`src/rtl/inv_solver_pkg.sv`:
```
// Shared types for the shift/compare invertibility witness engine and its checker.
package inv_solver_pkg;

    typedef enum logic [1:0] {
        OP_LSHR = 2'd0,
        OP_ASHR = 2'd1,
        OP_SHL  = 2'd2,
        OP_RSVD = 2'd3
    } op_e;

    typedef enum logic {
        CMP_SGT = 1'b0,
        CMP_UGT = 1'b1
    } cmp_e;

    typedef enum logic [1:0] {
        IDLE   = 2'd0,
        SEARCH = 2'd1,
        DONE   = 2'd2
    } state_e;

    // Counter width able to hold every shift amount 0..w inclusive.
    function automatic int kw_of(input int w);
        return $clog2(w + 1);
    endfunction

endpackage

```
`src/rtl/bv_shift_cmp.sv`:
```
// Combinational evaluation of (s OP k) CMP t for one candidate shift amount k.
module bv_shift_cmp
    import inv_solver_pkg::*;
#(
    parameter  int WIDTH = 4,
    localparam int KW    = kw_of(WIDTH)
) (
    input  logic [WIDTH-1:0] s,
    input  logic [WIDTH-1:0] t,
    input  logic [KW-1:0]    k,
    input  op_e              op,
    input  cmp_e             cmp,
    output logic             hit
);

    localparam logic [KW-1:0] K_MAX = KW'(WIDTH);

    logic [WIDTH-1:0] w_lshr [0:WIDTH];
    logic [WIDTH-1:0] w_ashr [0:WIDTH];
    logic [WIDTH-1:0] w_shl  [0:WIDTH];
    logic [KW-1:0]    w_kc;
    logic [WIDTH-1:0] w_r;
    logic             w_valid_op;

    // Every amount at or beyond WIDTH behaves like WIDTH, so one extra slot covers them all.
    genvar gi;
    generate
        for (gi = 0; gi <= WIDTH; gi++) begin : g_amt
            if (gi < WIDTH) begin : g_in_range
                assign w_lshr[gi] = s >> gi;
                assign w_ashr[gi] = $signed(s) >>> gi;
                assign w_shl[gi]  = s << gi;
            end else begin : g_saturated
                assign w_lshr[gi] = '0;
                assign w_ashr[gi] = {WIDTH{s[WIDTH-1]}};
                assign w_shl[gi]  = '0;
            end
        end
    endgenerate

    assign w_kc = (k > K_MAX) ? K_MAX : k;

    always_comb begin
        w_r        = '0;
        w_valid_op = 1'b1;
        case (op)
            OP_LSHR: w_r = w_lshr[w_kc];
            OP_ASHR: w_r = w_ashr[w_kc];
            OP_SHL:  w_r = w_shl[w_kc];
            default: w_valid_op = 1'b0;
        endcase
    end

    always_comb begin
        hit = 1'b0;
        if (w_valid_op) begin
            if (cmp == CMP_SGT) begin
                hit = $signed(w_r) > $signed(t);
            end else begin
                hit = w_r > t;
            end
        end
    end

endmodule

```
`src/rtl/inv_shift_cmp_solver.sv`:
```
// Handshaked engine returning the smallest shift amount x with (s OP x) CMP t, or unsat.
module inv_shift_cmp_solver
    import inv_solver_pkg::*;
#(
    parameter int WIDTH = 4
) (
    input  logic             clk,
    input  logic             rst,
    input  logic             in_valid,
    output logic             in_ready,
    input  logic [WIDTH-1:0] s,
    input  logic [WIDTH-1:0] t,
    input  logic [1:0]       op,
    input  logic             cmp,
    output logic             out_valid,
    input  logic             out_ready,
    output logic [WIDTH-1:0] x,
    output logic             sat,
    output logic             err
);

    localparam int            KW    = kw_of(WIDTH);
    localparam logic [KW-1:0] K_MAX = KW'(WIDTH);

    state_e           r_state;
    logic [WIDTH-1:0] r_s;
    logic [WIDTH-1:0] r_t;
    op_e              r_op;
    cmp_e             r_cmp;
    logic [KW-1:0]    r_k;
    logic [KW-1:0]    r_x;
    logic             r_sat;
    logic             r_err;
    logic             r_out_valid;
    logic             w_hit;

    bv_shift_cmp #(
        .WIDTH (WIDTH)
    ) u_eval (
        .s   (r_s),
        .t   (r_t),
        .k   (r_k),
        .op  (r_op),
        .cmp (r_cmp),
        .hit (w_hit)
    );

    always_ff @(posedge clk) begin
        if (rst) begin
            r_state     <= IDLE;
            r_s         <= '0;
            r_t         <= '0;
            r_op        <= OP_LSHR;
            r_cmp       <= CMP_SGT;
            r_k         <= '0;
            r_x         <= '0;
            r_sat       <= 1'b0;
            r_err       <= 1'b0;
            r_out_valid <= 1'b0;
        end else begin
            case (r_state)
                IDLE: begin
                    if (in_valid) begin
                        r_s   <= s;
                        r_t   <= t;
                        r_op  <= op_e'(op);
                        r_cmp <= cmp_e'(cmp);
                        r_k   <= '0;
                        if (op_e'(op) == OP_RSVD) begin
                            r_x         <= '0;
                            r_sat       <= 1'b0;
                            r_err       <= 1'b1;
                            r_out_valid <= 1'b1;
                            r_state     <= DONE;
                        end else begin
                            r_err   <= 1'b0;
                            r_state <= SEARCH;
                        end
                    end
                end
                SEARCH: begin
                    // k == WIDTH stands in for every larger amount, so it is the last candidate.
                    if (w_hit) begin
                        r_x         <= r_k;
                        r_sat       <= 1'b1;
                        r_out_valid <= 1'b1;
                        r_state     <= DONE;
                    end else if (r_k == K_MAX) begin
                        r_x         <= '0;
                        r_sat       <= 1'b0;
                        r_out_valid <= 1'b1;
                        r_state     <= DONE;
                    end else begin
                        r_k <= r_k + 1'b1;
                    end
                end
                DONE: begin
                    if (out_ready) begin
                        r_out_valid <= 1'b0;
                        r_state     <= IDLE;
                    end
                end
                default: begin
                    r_out_valid <= 1'b0;
                    r_state     <= IDLE;
                end
            endcase
        end
    end

    assign in_ready  = (r_state == IDLE);
    assign out_valid = r_out_valid;
    assign x         = WIDTH'(r_x);
    assign sat       = r_sat;
    assign err       = r_err;

endmodule
```
`config.mk`:
```
export PLATFORM = sky130hd
export DESIGN_NAME = inv_shift_cmp_solver
export DESIGN_NICKNAME = d
export VERILOG_FILES = /design/src/rtl/inv_solver_pkg.sv /design/src/rtl/bv_shift_cmp.sv /design/src/rtl/inv_shift_cmp_solver.sv
export SDC_FILE = /design/constraint.sdc
export NUM_CORES = 1
export LEC_CHECK = 0
export BUFFER_PORTS_ARGS = -buffer_cell sky130_fd_sc_hd__buf_2
export CAP_MARGIN = 20
export CORE_UTILIZATION = 37
export CTS_CLUSTER_DIAMETER = 50
export DETAILED_ROUTE_END_ITERATION = 8
export PLACE_DENSITY = 0.65
export SLEW_MARGIN = 20
export SYNTH_ARGS = -nofsm -noshare
export SYNTH_HDL_FRONTEND = slang
export SYNTH_HIERARCHICAL = 1
export SYNTH_SLANG_ARGS = --single-unit
```
`constraint.sdc`:
```
create_clock -name clk -period 7.6 [get_ports clk]
set_input_delay 1.14 -clock clk [delete_from_list [all_inputs] [get_ports clk]]
set_output_delay 1.14 -clock clk [all_outputs]
set_load 0.05 [all_outputs]
```
[Yosys cells after proc, flatten, opt, wreduce, memory -nomap -nowiden]
Cells that the tools add are included.
Storage, ports and cells
  bits in registers: 22
  bits in latches: 0
  bits in writable memories: 0
  memory bits (read-only): 0
  bits of input ports: 15
  output and inout bits: 8
  logic and storage cells: 78
  memories kept: 0
Cells by class
  add/sub/neg operators: 1
  $mul: 0
  divide/modulo/power cells: 0
  magnitude comparators: 4
  equality and inequality tests: 12
  shifts and indexed selects: 0
  mux-type cells: 41
  bitwise operators: 1
  reduce and logical (&&, ||, !) cells: 9
Operators by type and width (number)
  $bmux 4 s3: 3
  $mux 3: 8
  $mux 4: 6
  $mux 1: 13
  $pmux 3 s2: 2
  $pmux 4 s3: 1
  $reduce_and 4->1: 3
  $mux 2: 5
  $gt 4x4->1: 2
  $ne 2x2->1 const B: 4
  $eq 2x2->1 const B: 3
  $pmux 2 s3: 1
  $eq 2x1->1 const B: 2
  $ge 4x4->1 const B: 1
  $logic_not 2->1: 2
  $not 3->4: 1
  $add 3x1->3 const B: 1
  $eq 3x3->1 const B: 1
  $gt 3x3->1 const B: 1
  $ne 3x2->1 const B: 1
  $pmux 1 s3: 1
  $reduce_and 3->1: 1
  $reduce_or 3->1: 1
  $ne 2x1->1 const B: 1
  3 further kinds: 3

[Depth between registers and ports, before layout]
Gate-level depths: netlist of the first run.
  depth in word-level cells: 12
  depth in mapped cells: 11

[By module]
Netlist of the first run, hierarchy kept.
By module, submodules not included
  inv_shift_cmp_solver: times used 1, cells an instance 105, area each 925.9 sq um, sequential area each 440.4 sq um
  bv_shift_cmp: times used 1, cells an instance 55, area each 421.7 sq um, sequential area each 0.0 sq um

[Worst setup path before layout of the first run]
Ideal clock, no wire load.
  path type: register -> register
  start point: reg r_k[0]
  end point: reg r_x[0]
  library setup time: 0.060 ns
  arrival time: 2.759 ns
  data required time: 7.540 ns
  path slack: 4.780 ns
  stages on the path, launching flop included: 11
  period minus slack after synthesis: 2.820 ns
  cells stage by stage: dfxtp_1 -> and2b_1 -> mux4_2 -> o32ai_1 -> ha_1 -> or3b_2 -> nand4_1 -> a21oi_1 -> a21o_1 -> a221oi_2 -> a22o_1
On the way
  longest elaborated chain between the ends: 12
  elaborated cells between the ends (all ways): 22
Ends and longest elaborated chain
  start, declared: RTL line inv_shift_cmp_solver.sv:30  | logic [KW-1:0] r_k;
  start signal, assigned: RTL line inv_shift_cmp_solver.sv:94  | r_k <= r_k + 1'b1;
  $gt 3x3->1: RTL line bv_shift_cmp.sv:41  | assign w_kc = (k > K_MAX) ? K_MAX : k;
  $mux 3 *: RTL line bv_shift_cmp.sv:41
  $not 3->4 (not written as such) *: RTL line bv_shift_cmp.sv:47, bv_shift_cmp.sv:48, bv_shift_cmp.sv:49
  $bmux 4 s3 (on tied branches): RTL line bv_shift_cmp.sv:49, bv_shift_cmp.sv:47, bv_shift_cmp.sv:48
  $mux 4 (on tied branches) (2 in a row): RTL line bv_shift_cmp.sv:49, bv_shift_cmp.sv:47, bv_shift_cmp.sv:48
  $pmux 4 s3 *: RTL line bv_shift_cmp.sv:46  | case (op)
  $gt 4x4->1 (on tied branches): RTL line bv_shift_cmp.sv:58, bv_shift_cmp.sv:60
  $mux 1 *: RTL line bv_shift_cmp.sv:57  | if (cmp == CMP_SGT) begin
  $mux 1 *: RTL line bv_shift_cmp.sv:56  | if (w_valid_op) begin
  named net w_hit: RTL line inv_shift_cmp_solver.sv:35  | logic w_hit;
  $ne 3x2->1 (no source line) / $mux 3 (equally long branches)
  $reduce_and 4->1 (no source line) / $pmux 3 s2 (equally long branches)
  end signal, assigned: RTL line inv_shift_cmp_solver.sv:84  | r_x <= r_k;
  end, declared: RTL line inv_shift_cmp_solver.sv:31  | logic [KW-1:0] r_x;
The timed path passes the listed nets; every way through them passes the cells marked *. The select of a mux whose other input is x is not followed.
A chain may end at the register's enable or synchronous reset.

[Worst setup path after layout of the first run]
  start point: reg r_k[0]
  end point: reg r_x[1]
Same word-level chain as after synthesis.

==> results of run 1 <==
-- worst reg2reg max path, delay by kind of cell, from the launching register on --
| family | cells | cell delay [ns] |
|---|---|---|
| AOI/OAI and AO/OA | 5 | 1.04 |
| adders and majority gates | 1 | 0.32 |
| DFF | 1 | 0.72 |
| muxes | 1 | 0.50 |
| and+or+nand+nor | 3 | 0.78 |
-- registers in the layout, indices dropped and copies added, names as in the netlist --
register	cells
r_k	3
r_t	4
r_cmp	1
r_state	2
r_op	2
r_x	3
r_s	4
sat	1
out_valid	1
err	1
-- where the power goes --
group,switching (W),leakage [nW],internal [W],total (W)
Sequential,0.0000170,0.180,0.000126,0.000143
Combinational,0.0000652,0.407,0.0000420,0.000107
Clock,0.0000353,0.0210,0.0000292,0.0000646
Total,0.000117,0.607,0.000197,0.000315
-- cell families (layout without fill, tap and decap cells) --
logic type / after synthesis / in the layout / share of synthesized area, %
AOI/OAI and AO/OA: 40 / 40 / 20.6
DFF: 22 / 22 / 32.7
and+or+nand+nor: 66 / 66 / 27.3
other: 1 / 1 / 0.278
muxes: 6 / 6 / 6.50
adders and majority gates: 6 / 6 / 5.57
buffers and inverters: 19 / 35 / 7.06
-- stage by stage --
stage | total power, W | hold WS [ns]
after CTS | 0.000316 | 0.469
after detailed placement | 0.000252 | 0.451
after floorplan | 0.000231 | 0.436
final | 0.000315 | 0.465
after global routing | 0.000335 | 0.485
after global placement | 0.000247 | 0.432
-- synthesized netlist by cell type, types with 2 or more instances --
library cell | count | area share (%)
nor3_1 | 5 | 1.9
mux2_2 | 2 | 1.7
mux2i_1 | 2 | 1.5
a21o_1 | 2 | 1.1
or3b_1 | 2 | 1.3
nand2b_1 | 2 | 0.93
mux4_2 | 2 | 3.3
nand3_1 | 3 | 1.1
nand2_1 | 26 | 7.2
inv_1 | 10 | 2.8
dfxtp_1 | 22 | 33
a21oi_1 | 19 | 7.1
o21ai_0 | 2 | 0.74
ha_1 | 6 | 5.6
a211oi_1 | 2 | 1.1
buf_2 | 4 | 1.5
clkbuf_1 | 2 | 0.56
buf_6 | 2 | 1.7
nor2_1 | 7 | 2.0
nor2b_1 | 3 | 1.4
o211ai_1 | 2 | 1.1
a22o_1 | 3 | 2.0
nor3b_1 | 3 | 1.7
nand4_1 | 2 | 0.93
-- path summary, 6_finish.rpt --
check / start / to
worst max register to register: r_k[0] / r_x[1]
worst min register to register: r_t[2] / r_t[2]
worst min-delay path: r_t[2] / r_t[2]
worst max-delay path: r_k[0] / r_x[1]
-- metal layers --
metal,vias up,GRT usage [%],wire (um)
li1,603,-,-
met1,567,17.7,1300
met2,25,29.8,1490
met3,2,1.65,91
met4,0,6.98,20
met5,-,0,0
-- area by class of cell --
class,count,share of cell area [%]
clock buffers,4,2.44
inverters,10,2.52
multi-input cells,119,54.5
flip-flops and latches,22,29.6
well taps,46,3.87
repair buffers,21,7.06
==> flow_summary.json, run 1 <==
{
  "h-tree-depth": 1,
  "synth-async-reset-ratio_pct": 0,
  "slowest_delay_ns": 0.72,
  "critical_path_arrival_ns": 3.65,
  "antenna_found_initial": 0,
  "die-width_um": 62.4,
  "initial_core_util_pct": 39.5,
  "grt_max_degree": 22,
  "firstDrtPassIters": 4,
  "pin_count": 23,
  "rr_worst_depth": 10,
  "hold_path_class": "reg2reg",
  "crit_fanout": 16,
  "die_h_um": 62.4,
  "grt_first_pass_wirelength_mm": 5.00,
  "post_cts_buffers": 0,
  "post_cts_resized": 0,
  "grt_pass1_vias": 1178,
  "ant_nets": 0,
  "fp-row-count": 21,
  "slew_headroom_pct": 38.2,
  "final_util_pct": 43.6,
  "place.gp.congestion": 0.774,
  "coreArea_sq_um": 3420,
  "cts_buffers": 3,
  "drive_gt1_share_pct": 20.5,
  "syn_inst": 160,
  "pwr_density_cell_nw_per_um2": 211,
  "wl_mm": 2.90,
  "synth_cell_types": 49,
  "slowest_stage": "dfxtp_1",
  "status": "completed",
  "hold_viol": 0,
  "viasPerCell": 5.39,
  "ctsHoldBuffers": 0,
  "min_period_ns": 3.40,
  "crit_chain": "and2b_1 > mux4_2 > o32ai_1 > ha_1 > or3b_2 > nand4_1 > a21oi_1 > a21o_1 > a221oi_2 > a22o_1",
  "dieArea_sq_um": 3890,
  "cp.required_ns": 7.86,
  "cap_viol_max_count": 0,
  "synth_ff_type": "dfxtp_1",
  "clk_latency_ns": 0.30,
  "post_dp_cell_area_sq_um": 1450,
  "post_drt_wl_per_cell_um": 13.1,
  "fin_skew_ns": 0.00277,
  "root_buffer": "clkbuf_4",
  "multi_input_area_sq_um": 812,
  "layout_commonest_cell": "nand2_1",
  "ys_warn_count": 6,
  "synth.avg_cell_area_sq_um": 8.42,
  "vdd_drop_max_uv": 111,
  "synthToLayoutAreaGrowth_pct": 10.5,
  "track_usage_pct": 15.8,
  "ys_seq_area_share_pct": 32.7,
  "grt_overflow_total": 0,
  "cts_buffer_depth": 2,
  "n_antenna_cell": 0,
  "final_cell_mix": "26 x nand2_1, 22 x dfxtp_1, 21 x buf_2",
  "vias": 1197,
  "path_class": "reg2reg",
  "crit_path_start_kind": "flip-flop",
  "cts.clk_slew.worst_paths_ns": 0.12,
  "finalCritPeriodShare_pct": 44.7,
  "power.static_leakage_nw": 0.607,
  "dp.final_hpwl_mm": 2.19,
  "fin_area_sq_um": 1490,
  "tns_ns": 0,
  "port_buffers": 21,
  "ys_ff_latch": 22,
  "min_path_cells": 2,
  "syn_area_sq_um": 1350,
  "fillers": 371,
  "slew_viol_final": 0,
  "place_worst_setup_slack_ns": 4.23,
  "path_buf_inv": 0,
  "cts_sinks": 22,
  "synth_fp_nets": 181,
  "crit_cells": 10,
  "layout.nets": 198,
  "cts_tree": "yes",
  "fmax_mhz": 294,
  "drc": 0,
  "regArea_sq_um": 440,
  "synth_edf_count": 0,
  "setup_viol": 0,
  "max_slew.worst_pin.slew_ns": 0.922,
  "worst_path_dominant_cell_family": "compound AO/OA/AOI/OAI gates",
  "rsz0062_at_grt": "false",
  "r2r_slack_ns": 4.20,
  "stdcell_count": 222,
  "place_inst": 218,
  "drtIter0Drc": 70,
  "critPathCaptureType": "flip-flop",
  "finalWorstSetupSlack_ns": 4.20
}
(Power assumes the default switching activity.)
==> inputs of run 2 (changes only) <==
==> constraint.sdc (replaced) <==
create_clock -name clk -period 3.25 [get_ports clk]
set_input_delay 0.4875 -clock clk [delete_from_list [all_inputs] [get_ports clk]]
set_output_delay 0.4875 -clock clk [all_outputs]
set_load 0.05 [all_outputs]
==> run 2 against run 1 <==
Critical path depth stayed put. Final cell count is 0.90% higher. Setup slack worse by 4.0 ns. Die area stayed put. Clock skew is 0.00072 ns higher. Cell area is 0.59% higher.
==> flow_summary.json, run 2 (synthesis results as in run 1) <==
{
  "status": "completed",
  "power.static_leakage_nw": 0.617,
  "grt_max_degree": 22,
  "fp-row-count": 21,
  "die_h_um": 62.4,
  "track_usage_pct": 16.4,
  "layout.nets": 201,
  "path_class": "reg2reg",
  "pwr-share-clk_pct": 17.1,
  "p_total_w": 0.000710,
  "post_dp_cell_area_sq_um": 1480,
  "final_cell_mix": "26 x nand2_1, 22 x dfxtp_1, 21 x buf_2",
  "min_period_ns": 3.02,
  "dp.final_hpwl_mm": 2.16,
  "synthToLayoutAreaGrowth_pct": 11.1,
  "port_buffers": 21,
  "drtIter0Drc": 63,
  "fin_skew_ns": 0.00349,
  "cts_buffer_depth": 2,
  "post_cts_resized": 0,
  "max_slew.worst_pin.slew_ns": 0.900,
  "internal_power_w": 0.000438,
  "drc": 0,
  "layout_commonest_cell": "nand2_1",
  "top_regs": "r_s x4, r_t x4",
  "pin_count": 23,
  "h-tree-depth": 1,
  "pwr-share-comb_pct": 37.0,
  "firstDrtPassIters": 4,
  "grt_first_pass_wirelength_mm": 5.24,
  "cts_buffers": 3,
  "fmax_mhz": 331,
  "initial_core_util_pct": 39.5,
  "crit_path_start_kind": "flip-flop",
  "drive_gt1_share_pct": 21.3,
  "setup_viol": 0,
  "grt_overflow_total": 0,
  "crit_chain": "inv_1 > mux4_2 > o32ai_1 > ha_1 > or3b_2 > nand4_1 > a21oi_1 > a21o_1 > a221oi_2 > a22o_1",
  "cp.required_ns": 3.50,
  "cts_sinks": 22,
  "antenna_found_initial": 0,
  "place_inst": 221,
  "cap_viol_max_count": 0,
  "rsz0062_at_grt": "false",
  "ant_nets": 0,
  "root_buffer": "clkbuf_4",
  "worst_path_dominant_cell_family": "compound AO/OA/AOI/OAI gates",
  "die-width_um": 62.4,
  "critPathCaptureType": "flip-flop",
  "p_sw_share_pct": 38.2,
  "ctsHoldBuffers": 0,
  "hold_viol": 0,
  "path_buf_inv": 1,
  "viasPerCell": 5.40,
  "n_antenna_cell": 0,
  "slowest_stage": "dfxtp_1",
  "p_sw_w": 0.000271,
  "slew_headroom_pct": 39.8,
  "pwr-share-seq_pct": 45.8,
  "post_drt_wl_per_cell_um": 13.2,
  "dieArea_sq_um": 3890,
  "cts.clk_slew.worst_paths_ns": 0.12,
  "clk_latency_ns": 0.30,
  "slowest_delay_ns": 0.49,
  "vdd_drop_max_uv": 303,
  "slew_viol_final": 0,
  "critical_path_arrival_ns": 3.27,
  "pwr_density_cell_nw_per_um2": 474,
  "hold_path_class": "in2reg",
  "stdcell_count": 224,
  "crit_fanout": 8,
  "post_cts_buffers": 0,
  "grt_pass1_vias": 1233,
  "coreArea_sq_um": 3420,
  "fin_area_sq_um": 1500,
  "tns_ns": 0,
  "vias": 1209,
  "place.gp.congestion": 0.808,
  "cts_tree": "yes",
  "finalCritPeriodShare_pct": 92.9,
  "wl_mm": 2.96
}
-- run 2: cell types whose count changed in the layout (fill, tap and decap cells not counted), sizes merged --
cell / delta
buf: +3
clkbuf: -1
-- run 2: layout make-up --
type	count	area (sq um)
fill	375	1920
clock buffer	3	22.5
tap	46	57.6
multi-input combinational	119	812
inverter	10	37.5
sequential	22	440
timing repair buffer	24	128
-- run 2: final timing paths --
kind,startpoint,to,slack (ns),depth (start not counted)
hold / removal,cmp,r_cmp,0.41,3
setup reg to reg,r_s[3],r_x[0],0.23,10
hold reg to reg,err,err,0.47,2
setup / recovery,r_s[3],r_x[0],0.23,10
-- run 2: power by group through the flow --
| stage | registers (W) | clock network, W | logic [W] |
|---|---|---|---|
| detailed placement | 0.000331 | 0 | 0.000261 |
| floorplan | 0.000343 | 0 | 0.000197 |
| CTS | 0.000325 | 0.000126 | 0.000263 |
| global placement | 0.000330 | 0 | 0.000252 |
| global route | 0.000330 | 0.000135 | 0.000295 |
| finish | 0.000325 | 0.000122 | 0.000263 |
-- run 2: metrics by stage --
stage | hold slack (ns) | setup slack [ns] | utilization, %
2_1_floorplan | 0.436 | 0.430 | -
3_3_place_gp | 0.436 | 0.399 | 43.2
3_5_place_dp | 0.443 | 0.312 | 43.2
4_1_cts | 0.407 | 0.280 | 43.8
5_1_grt | 0.407 | 0.0365 | 43.8
6_report | 0.412 | 0.230 | 43.8
-- run 2: layer usage --
layer  share of wire (%)  GRT usage (%)  wire length, um  up-vias
met4                0.78           5.81               23        0
met5                   0              0                0        -
met3                 2.2           1.65               66        2
met2                  51           31.0             1490       19
li1                    -              -                -      609
met1                  46           18.9             1370      579
-- run 2: worst min-delay path, delay by kind of cell --
family / cells / cell delay [ns]
compound gates: 1 / 0.05
buf+inv: 1 / 0.10
simple gates: 1 / 0.04
==> inputs of run 3 (changes only) <==
--- a/config.mk
+++ b/config.mk
@@ -10,7 +10,7 @@
 export CORE_UTILIZATION = 37
 export CTS_CLUSTER_DIAMETER = 50
 export DETAILED_ROUTE_END_ITERATION = 8
-export PLACE_DENSITY = 0.65
+export PLACE_DENSITY = 0.68
 export SLEW_MARGIN = 20
 export SYNTH_ARGS = -nofsm -noshare
 export SYNTH_HDL_FRONTEND = slang
==> constraint.sdc (replaced) <==
create_clock -name clk -period 2.7 [get_ports clk]
set_input_delay 0.405 -clock clk [delete_from_list [all_inputs] [get_ports clk]]
set_output_delay 0.405 -clock clk [all_outputs]
set_load 0.05 [all_outputs]
==> run 3 against run 2 <==
Highest routed layer unchanged. Cell area rose by 20%. The run now ends with negative setup slack left. Non-clock buffer count grew 22. First-iteration DRC count fell by 24%. Clock-buffer cell count is the same. Largest cell class unchanged. Sequential share of layout area is 4.5 points lower. Total power grew 57%. Worst hold slack lost 0.10 ns. Sequential cell count unchanged.
==> flow_summary.json, run 3 (synthesis results as in run 1) <==
{
  "status": "finished with violations",
  "violations": "negative setup slack",
  "pwr_density_cell_nw_per_um2": 620,
  "critPathCaptureType": "flip-flop",
  "crit_path_start_kind": "flip-flop",
  "track_usage_pct": 17.5,
  "finalCritPeriodShare_pct": 103,
  "h-tree-depth": 1,
  "dp.final_hpwl_mm": 2.30,
  "r2r_slack_ns": -0.09,
  "rsz0062_at_grt": "true",
  "place_worst_setup_slack_ns": -0.109,
  "path_class": "reg2reg",
  "timing.hold.ws_ns": 0.311,
  "top_regs": "r_s x4, r_t x4",
  "grt_max_degree": 22,
  "hold_path_class": "in2reg",
  "vdd_drop_max_uv": 379,
  "drtIter0Drc": 48,
  "synthToLayoutAreaGrowth_pct": 33.2,
  "grt_overflow_total": 0,
  "viasPerCell": 5.18,
  "rr_worst_depth": 11,
  "die_h_um": 62.4,
  "slew_headroom_pct": 66.1,
  "slowest_stage": "mux4_2",
  "ctsHoldBuffers": 0,
  "slew_viol_final": 0,
  "grt_first_pass_wirelength_mm": 5.49,
  "layout.nets": 223,
  "fin_skew_ns": 0.00528,
  "cp.required_ns": 2.89,
  "r2r_start": "r_k[2]",
  "crit_fanout": 4,
  "hp-start": "s[3]",
  "firstDrtPassIters": 4,
  "cts_sinks": 22,
  "cap_viol_max_count": 0,
  "r2r_end": "r_k[1]",
  "port_buffers": 21,
  "fp-row-count": 21,
  "min_path_cells": 3,
  "die-width_um": 62.4,
  "min_to": "r_s[3]",
  "post_drt_wl_per_cell_um": 12.8,
  "cts_buffer_depth": 2,
  "grt_pass1_vias": 1204,
  "fmax_mhz": 358,
  "crit_chain": "and2b_1 > mux4_2 > o32ai_2 > ha_1 > or3b_1 > nand4_1 > a21oi_2 > a21o_1 > buf_4 > o211ai_1 > a21oi_1",
  "hold_viol": 0,
  "stdcell_count": 247,
  "cts.clk_slew.worst_paths_ns": 0.13,
  "pin_count": 23,
  "place_inst": 240,
  "drive_gt1_share_pct": 36.8,
  "finalWorstSetupSlack_ns": -0.0907,
  "drc": 0,
  "n_antenna_cell": 0,
  "root_buffer": "clkbuf_4",
  "power.static_leakage_nw": 0.766,
  "slowest_delay_ns": 0.50,
  "layout_commonest_cell": "nand2_1",
  "min_period_ns": 2.79,
  "tns_ns": -0.343,
  "initial_core_util_pct": 39.5,
  "wl_mm": 3.16,
  "dieArea_sq_um": 3890,
  "place.gp.congestion": 0.803,
  "clk_latency_ns": 0.31,
  "critical_path_arrival_ns": 2.98,
  "ant_nets": 0,
  "antenna_found_initial": 0,
  "final_cell_mix": "26 x nand2_1, 23 x buf_4, 21 x buf_2",
  "coreArea_sq_um": 3420,
  "setup_viol": 6,
  "cts_buffers": 3,
  "vias": 1280,
  "cts_tree": "yes",
  "max_slew.worst_pin.slew_ns": 0.506
}
run 3: repair_timing:
item,4_1_cts,5_1_grt
pin swaps,3,5
setup buffers,1,2
gates resized for setup,1,14
endpoints found under the setup margin,7,10
run 3: layer usage:
metal | global-route usage (%) | up-vias | wire, um
met4 | 6.10 | 0 | 43
met3 | 2.21 | 5 | 113
met5 | 0 | - | 0
li1 | - | 655 | -
met2 | 29.4 | 28 | 1580
met1 | 23.1 | 592 | 1420
run 3: power by group:
| group | internal (W) | total (W) | switching (W) | leakage, nW |
|---|---|---|---|---|
| Combinational | 0.000217 | 0.000473 | 0.000256 | 0.556 |
| Sequential | 0.000355 | 0.000385 | 0.0000302 | 0.182 |
| Clock | 0.000150 | 0.000255 | 0.000105 | 0.0279 |
| Total | 0.000722 | 0.00111 | 0.000391 | 0.766 |
run 3: worst max path at each step:
stage | start | to | cells past startpoint
after detailed placement | r_k[2] | r_x[2] | 10
after CTS | r_k[2] | r_x[2] | 10
final | r_k[2] | r_k[1] | 11
after floorplan | r_k[2] | r_x[0] | 10
after global placement | r_k[2] | r_x[0] | 11
after global routing | r_k[0] | r_x[2] | 10
run 3: worst max-delay path: cells and delay by family, from the launching register on:
kind            cells  cell delay [ns]
compound gates      5             0.71
fa+ha+maj           1             0.30
buf+inv             1             0.16
flops               1             0.34
mux                 1             0.50
simple gates        3             0.66
run 3: through the flow:
stage	power (W)	instance area [sq um]	utilization (%)
2_1_floorplan	0.000660	1360	-
3_3_place_gp	0.000785	1650	48.2
3_5_place_dp	0.000787	1650	48.2
4_1_cts	0.00105	1720	50.3
5_1_grt	0.00118	1800	52.6
6_report	0.00111	1800	52.6
run 3: final cells by class:
type | instances | area (sq um)
Clock buffer | 3 | 22.5
Fill cell | 341 | 1620
Multi-Input combinational cell | 119 | 892
Sequential cell | 22 | 447
Inverter | 10 | 37.5
Clock inverter | 1 | 30.0
Tap cell | 46 | 57.6
Timing Repair Buffer | 46 | 309
